[src/rtl/cdb_pkg.sv]
// Shared types for the common-data-bus arbiter: the broadcast packet and
// the default tag/value widths it is built from.
package cdb_pkg;

    localparam int ROB_W  = 4;
    localparam int DATA_W = 32;

    typedef struct packed {
        logic [ROB_W-1:0]  rob_tag;
        logic [DATA_W-1:0] value;
        logic              is_branch;
        logic              taken;
    } cdb_pkt_t;

    // Width of a source index; never below one bit.
    function automatic int ptr_w(input int n);
        return (n > 1) ? $clog2(n) : 1;
    endfunction

endpackage

[src/rtl/cdb_arbiter_if.sv]
// Source-side and broadcast-side signals of the CDB arbiter.
// master = arbiter, slave = functional units / broadcast consumers.
interface cdb_arbiter_if
    import cdb_pkg::*;
#(
    parameter int NUM_SRC   = 5,
    parameter int NUM_LANES = 1
);
    localparam int PTR_W = ptr_w(NUM_SRC);

    // valid/yumi: a source raises src_valid with src_pkt and holds both
    // stable until it sees src_yumi high at a rising edge; yumi is a
    // same-cycle consume strobe and is only ever high where valid is high.
    logic [NUM_SRC-1:0]     src_valid;
    cdb_pkt_t [NUM_SRC-1:0] src_pkt;
    logic [NUM_SRC-1:0]     src_yumi;

    cdb_pkt_t [NUM_LANES-1:0] cdb_out;
    logic [NUM_LANES-1:0]     cdb_valid;
    logic [15:0]              bcast_cnt;
    logic [PTR_W-1:0]         rr_ptr;

    modport master (
        input  src_valid, src_pkt,
        output src_yumi, cdb_out, cdb_valid, bcast_cnt, rr_ptr
    );

    modport slave (
        output src_valid, src_pkt,
        input  src_yumi, cdb_out, cdb_valid, bcast_cnt, rr_ptr
    );

endinterface

[src/rtl/cdb_arbiter_rr_pick.sv]
// One-hot round-robin picker: first set bit of mask at or after ptr,
// wrapping through N-1 back to 0.
module rr_pick
    import cdb_pkg::*;
#(
    parameter int N     = 5,
    parameter int PTR_W = ptr_w(N)
) (
    input  logic [N-1:0]     mask,
    input  logic [PTR_W-1:0] ptr,
    output logic [N-1:0]     onehot,
    output logic [PTR_W-1:0] index
);

    logic             hit;
    logic [PTR_W-1:0] pos;

    always_comb begin
        onehot = '0;
        index  = '0;
        hit    = 1'b0;
        pos    = '0;
        for (int k = 0; k < N; k++) begin
            pos = PTR_W'((int'(ptr) + k) % N);
            if (!hit && mask[pos]) begin
                hit         = 1'b1;
                onehot[pos] = 1'b1;
                index       = pos;
            end
        end
    end

endmodule

[src/rtl/cdb_arbiter.sv]
// Round-robin arbiter granting up to NUM_LANES result sources per cycle onto
// the CDB. Define CDB_OUT_REG_EN to register cdb_out/cdb_valid (1-cycle latency).
module cdb_arbiter
    import cdb_pkg::*;
#(
    parameter int NUM_SRC   = 5,
    parameter int NUM_LANES = 1,
    parameter int ROB_W     = cdb_pkg::ROB_W,
    parameter int DATA_W    = cdb_pkg::DATA_W
) (
    input  logic          clk,
    input  logic          reset,
    input  logic          flush,
    cdb_arbiter_if.master bus
);

    localparam int PKT_W = ROB_W + DATA_W + 2;
    localparam int PTR_W = ptr_w(NUM_SRC);

    logic [NUM_LANES-1:0][NUM_SRC-1:0] mask;
    logic [NUM_LANES-1:0][NUM_SRC-1:0] onehot;
    logic [NUM_LANES-1:0][PTR_W-1:0]   index;
    logic [NUM_LANES-1:0][PKT_W-1:0]   lane_bits;
    logic [NUM_LANES-1:0]              lane_hit;
    logic [NUM_SRC-1:0]                grant;
    logic [PTR_W-1:0]                  rr_ptr, next_ptr;
    logic [15:0]                       cnt;
    logic [1:0]                        n_bcast;
    logic [16:0]                       cnt_sum;

    // Each later lane searches only the sources earlier lanes left over.
    for (genvar l = 0; l < NUM_LANES; l++) begin : g_lane
        if (l == 0) begin : g_first
            assign mask[l] = bus.src_valid & {NUM_SRC{~(flush | reset)}};
        end else begin : g_rest
            assign mask[l] = mask[l-1] & ~onehot[l-1];
        end
        rr_pick #(.N(NUM_SRC), .PTR_W(PTR_W)) u_pick (
            .mask   (mask[l]),
            .ptr    (rr_ptr),
            .onehot (onehot[l]),
            .index  (index[l])
        );
        assign lane_hit[l] = |onehot[l];
    end

    always_comb begin
        lane_bits = '0;
        grant     = '0;
        n_bcast   = '0;
        next_ptr  = rr_ptr;
        for (int l = 0; l < NUM_LANES; l++) begin
            grant   = grant | onehot[l];
            n_bcast = n_bcast + {1'b0, lane_hit[l]};
            for (int i = 0; i < NUM_SRC; i++) begin
                if (onehot[l][i]) lane_bits[l] = lane_bits[l] | bus.src_pkt[i];
            end
            // The last lane's winner is furthest along in round-robin order.
            if (lane_hit[l]) begin
                next_ptr = (index[l] == PTR_W'(NUM_SRC - 1)) ? '0 : index[l] + PTR_W'(1);
            end
        end
    end

    assign cnt_sum = {1'b0, cnt} + {15'd0, n_bcast};

    always_ff @(posedge clk or posedge reset) begin
        if (reset) begin
            rr_ptr <= '0;
            cnt    <= '0;
        end else begin
            if (flush)       rr_ptr <= '0;
            else if (|grant) rr_ptr <= next_ptr;
            cnt <= cnt_sum[16] ? 16'hFFFF : cnt_sum[15:0];
        end
    end

`ifdef CDB_OUT_REG_EN
    cdb_pkt_t [NUM_LANES-1:0] out_q;
    logic [NUM_LANES-1:0]     valid_q;

    always_ff @(posedge clk or posedge reset) begin
        if (reset) begin
            out_q   <= '0;
            valid_q <= '0;
        end else begin
            out_q   <= lane_bits;
            valid_q <= lane_hit;
        end
    end

    assign bus.cdb_out   = out_q;
    assign bus.cdb_valid = valid_q;
`else
    assign bus.cdb_out   = lane_bits;
    assign bus.cdb_valid = lane_hit;
`endif

    assign bus.src_yumi  = grant;
    assign bus.bcast_cnt = cnt;
    assign bus.rr_ptr    = rr_ptr;

endmodule

[src/flat_wrapper.sv]
// flat-port wrapper written by rule: the top's interface ports become plain ports
module cdb_arbiter_flat import cdb_pkg::*;
#(
    parameter int NUM_SRC   = 5,
    parameter int NUM_LANES = 1,
    parameter int ROB_W     = cdb_pkg::ROB_W,
    parameter int DATA_W    = cdb_pkg::DATA_W
)
  (clk, reset, flush, bus_src_valid, bus_src_pkt, bus_src_yumi, bus_cdb_out, bus_cdb_valid, bus_bcast_cnt, bus_rr_ptr);
  cdb_arbiter_if #(.NUM_SRC(NUM_SRC), .NUM_LANES(NUM_LANES)) bus_i ();
  input  logic clk;
  input  logic reset;
  input  logic flush;
  input wire logic [$bits(bus_i.src_valid)-1:0] bus_src_valid;
  input wire logic [$bits(bus_i.src_pkt)-1:0] bus_src_pkt;
  output wire logic [$bits(bus_i.src_yumi)-1:0] bus_src_yumi;
  output wire logic [$bits(bus_i.cdb_out)-1:0] bus_cdb_out;
  output wire logic [$bits(bus_i.cdb_valid)-1:0] bus_cdb_valid;
  output wire logic [$bits(bus_i.bcast_cnt)-1:0] bus_bcast_cnt;
  output wire logic [$bits(bus_i.rr_ptr)-1:0] bus_rr_ptr;
  assign bus_i.src_valid = bus_src_valid;
  assign bus_i.src_pkt = bus_src_pkt;
  assign bus_src_yumi = bus_i.src_yumi;
  assign bus_cdb_out = bus_i.cdb_out;
  assign bus_cdb_valid = bus_i.cdb_valid;
  assign bus_bcast_cnt = bus_i.bcast_cnt;
  assign bus_rr_ptr = bus_i.rr_ptr;
  cdb_arbiter #(.NUM_SRC(NUM_SRC), .NUM_LANES(NUM_LANES), .ROB_W(ROB_W), .DATA_W(DATA_W)) u_core (.clk(clk), .reset(reset), .flush(flush), .bus(bus_i));
endmodule
[config.mk]
export PLATFORM = sky130hd
export DESIGN_NAME = cdb_arbiter_flat
export DESIGN_NICKNAME = d
export VERILOG_FILES = /design/src/rtl/cdb_pkg.sv /design/src/rtl/cdb_arbiter_if.sv /design/src/rtl/cdb_arbiter_rr_pick.sv /design/src/rtl/cdb_arbiter.sv /design/src/flat_wrapper.sv
export SDC_FILE = /design/constraint.sdc
export NUM_CORES = 1
export LEC_CHECK = 0
export BUFFER_PORTS_ARGS = -buffer_cell sky130_fd_sc_hd__buf_2
export CAP_MARGIN = 20
export CORE_AREA = 2 2 102 104
export CTS_CLUSTER_DIAMETER = 50
export DETAILED_ROUTE_END_ITERATION = 16
export DIE_AREA = 0 0 104 106
export GPL_ROUTABILITY_DRIVEN = 0
export PLACE_DENSITY = 0.76
export SETUP_SLACK_MARGIN = 0.3
export SYNTH_ARGS = -nofsm -noshare
export SYNTH_HDL_FRONTEND = slang
export SYNTH_HIERARCHICAL = 1
export SYNTH_SLANG_ARGS = --single-unit
[constraint.sdc]
create_clock -name clk -period 17.85 [get_ports clk]
set_input_delay 2.6775 -clock clk [delete_from_list [all_inputs] [get_ports clk]]
set_output_delay 2.6775 -clock clk [all_outputs]
set_load 0.03 [all_outputs]
==> qor.yml <==
worstSetupStartpoint: "flush"
r2r-start: "u_core/bus.rr_ptr[1]"
skew_ns: 0.00389
setup_viol: 0
cts_resized: 0
start_util_pct: 37.3
ant_nets: 0
die-width_um: 104
worstSetupStartpointType: "input port"
ff2ff_path_depth: 20
synth-main-ff-cell: "dfrtp_1"
grt_pass1_wl_mm: 25.9
fin_nets: 943
hp-class: "flip-flop to flip-flop"
postSynth.asyncResetShare_pct: 100
syn_inst: 487
synth_area_sq_um: 3730
r2r_slack_ns: 10.37
fill_cells: 962
use_met1_pct: 34.0
endpoint_kind: "output port"
period_needed_ns: 9.45
fmax_mhz: 106
num_rows: 37
grt.overflow.total: 0
hold_buffers: 0
yosys_warnings: 6
io_pins: 261
crit_chain: "buf_2, nor2_1, and2_1, mux2i_1, a221oi_1, a31oi_4, nor3b_2, a31oi_1, o221ai_4, or4_4, nor2_4, inv_2, buf_2"
critPathMaxFanout: 40
max_stage_delay_ns: 0.88
synth_seq_cells: 19
hp-start: "u_core/bus.bcast_cnt[15]"
die_h_um: 106
layout-drive-gt1-share_pct: 43.0
hold_violations: 0
grt_usage_pct: 28.8
num_vias: 5288
clk_path_buf_depth: 2
first_pass_iters: 8
vias_per_cell: 6.11
rsz0062_at_grt: "no"
clock_latency_ns: 0.25
first_global_vias: 4947
detail_route.wl_per_cell_um: 19.6
drc_errors: 0
period_share_pct: 52.9
postCtsSetupBuffers: 0
path_class: "input port to output port"
synth-edff-count: 0
crit_arrival_ns: 6.77
dp.cells: 853
grt_max_degree: 42
worst_slew_pin_slew_ns: 1.16
slew_headroom_pct: 22.6
dp.final_hpwl_mm: 13.4
cts-root-buf: "clkbuf_8"
synth_nets: 706
grtUsageMet2_pct: 52.0
numCtsBuffers: 3
met3_usage_pct: 5.21
clk_pin_slew_worst_paths_ns: 0.06
multi_input_area_sq_um: 3070
drtIter0Drc: 759
synth.distinct_cells: 78
cts_tree: "yes"
finalSetupTns_ns: 0
status: "completed"
rr_endpoint: "u_core/bus.bcast_cnt[3]"
antenna_found_initial: 9
crit_required_ns: 15.17
syn_avg_cell_area_sq_um: 7.66
max_cap_viol_count: 0
slowest_stage: "a221oi_1"
crit_end: "bus_cdb_valid"
top_usage_layer: "met2"
ys_seq_area_share_pct: 12.7
area_growth_pct: 40.3
h-tree-depth: 1
crit_path_frequent_cell: "buf_2"
regArea_sq_um: 475
portBuffers: 260
wl_mm: 16.9
slew_viol_final: 0
core_sq_um: 10000
die-area_sq_um: 11000
fin_cells: 866
clock_sinks: 19
## how the worst min path moves through the flow
stage	depth (start not counted)	to	slack, ns
finish	1	u_core/bus.bcast_cnt[15]	0.54
global route	1	u_core/bus.bcast_cnt[15]	0.57
CTS	1	u_core/bus.bcast_cnt[15]	0.54
detailed placement	1	u_core/bus.bcast_cnt[15]	0.52
global placement	1	u_core/bus.bcast_cnt[15]	0.51
floorplan	1	u_core/bus.bcast_cnt[15]	0.70
## synth_stat cells, types with 3 or more instances
library cell / instances / share of area, %
nor3_1: 9 / 1.2
a31oi_1: 10 / 1.7
nand4b_1: 3 / 0.70
nand4_1: 4 / 0.67
nor2_1: 22 / 2.2
nor4_1: 6 / 1.0
and2_1: 6 / 1.0
xnor2_1: 16 / 3.8
o2111ai_1: 3 / 0.70
a211oi_1: 5 / 1.0
o22ai_1: 3 / 0.50
nor2b_1: 5 / 0.84
a22o_1: 4 / 0.94
a222oi_1: 38 / 10
buf_6: 3 / 0.91
buf_2: 3 / 0.40
or3_1: 3 / 0.50
mux2i_1: 10 / 2.7
o21ai_0: 16 / 2.1
inv_2: 3 / 0.30
or2_2: 4 / 0.67
nand2_1: 61 / 6.1
a211o_1: 3 / 0.70
nand2_2: 9 / 1.5
nand2b_1: 9 / 1.5
nand3_1: 16 / 2.1
buf_1: 3 / 0.30
a21o_1: 3 / 0.60
inv_1: 19 / 1.9
a22oi_1: 38 / 7.6
o221ai_1: 4 / 0.94
o31ai_1: 4 / 0.80
o21a_1: 3 / 0.60
a21oi_1: 21 / 2.8
dfrtp_1: 19 / 13
clkbuf_1: 24 / 2.4
ha_1: 21 / 7.0
## stage by stage
step	util, %	setup slack [ns]	hold WS [ns]	instance area, sq um
floorplan	-	9.03	0.696	3730
global placement	51.3	8.79	0.508	5120
detailed placement	51.3	8.53	0.519	5120
CTS	51.7	8.49	0.535	5170
global route	52.4	8.20	0.568	5240
finish	52.4	8.40	0.543	5240
## kinds of logic (layout without fill, tap and decap cells)
group | count (synthesis) | in the layout | synth area share, %
AO/OA/AOI/OAI | 187 | 187 | 40.5
XOR/XNOR | 18 | 18 | 4.73
adder cells (fa/ha/maj) | 21 | 21 | 7.04
buffers and inverters | 57 | 293 | 6.44
flip-flops | 19 | 19 | 12.7
multiplexers | 12 | 12 | 3.39
other | 0 | 7 | 0
AND/OR/NAND/NOR | 173 | 173 | 25.1
## registers in the layout, summed over array words and instances, names as in the netlist
name	count
u_core/bus.bcast_cnt	16
u_core/bus.rr_ptr	3
## worst max-delay path, delay by kind of cell
| kind | cells | cell delay (ns) |
|---|---|---|
| AOI/OAI and AO/OA | 4 | 1.76 |
| buffers and inverters | 3 | 0.38 |
| muxes | 1 | 0.16 |
| and+or+nand+nor | 5 | 1.80 |
## routing by layer
| layer | share of wire [%] | vias up |
|---|---|---|
| met5 | 0 | - |
| met4 | 2.6 | 0 |
| met3 | 9.4 | 35 |
| met2 | 51 | 363 |
| met1 | 37 | 2469 |
| li1 | - | 2421 |
## placed cells by master, fill, tap and decap left out, types with 10 or more instances in the layout
cell / n
nand3_1: 16
nor2_1: 22
a22oi_1: 38
inv_1: 19
dfrtp_1: 19
o21ai_0: 16
xnor2_1: 16
buf_2: 260
ha_1: 21
a222oi_1: 38
mux2i_1: 10
a21oi_1: 21
nand2_1: 61
## area by class of cell
| type | instances | share of cell area, % |
|---|---|---|
| antenna | 7 | 0.335 |
| clock buffer | 4 | 0.860 |
| inverter | 24 | 1.72 |
| multi-input combinational | 411 | 58.6 |
| sequential | 19 | 9.08 |
| tap | 136 | 3.25 |
| timing repair buffer | 265 | 26.2 |
Power is not shown: default switching activity piles up to over one toggle a cycle in this logic, so the estimate is an artifact.
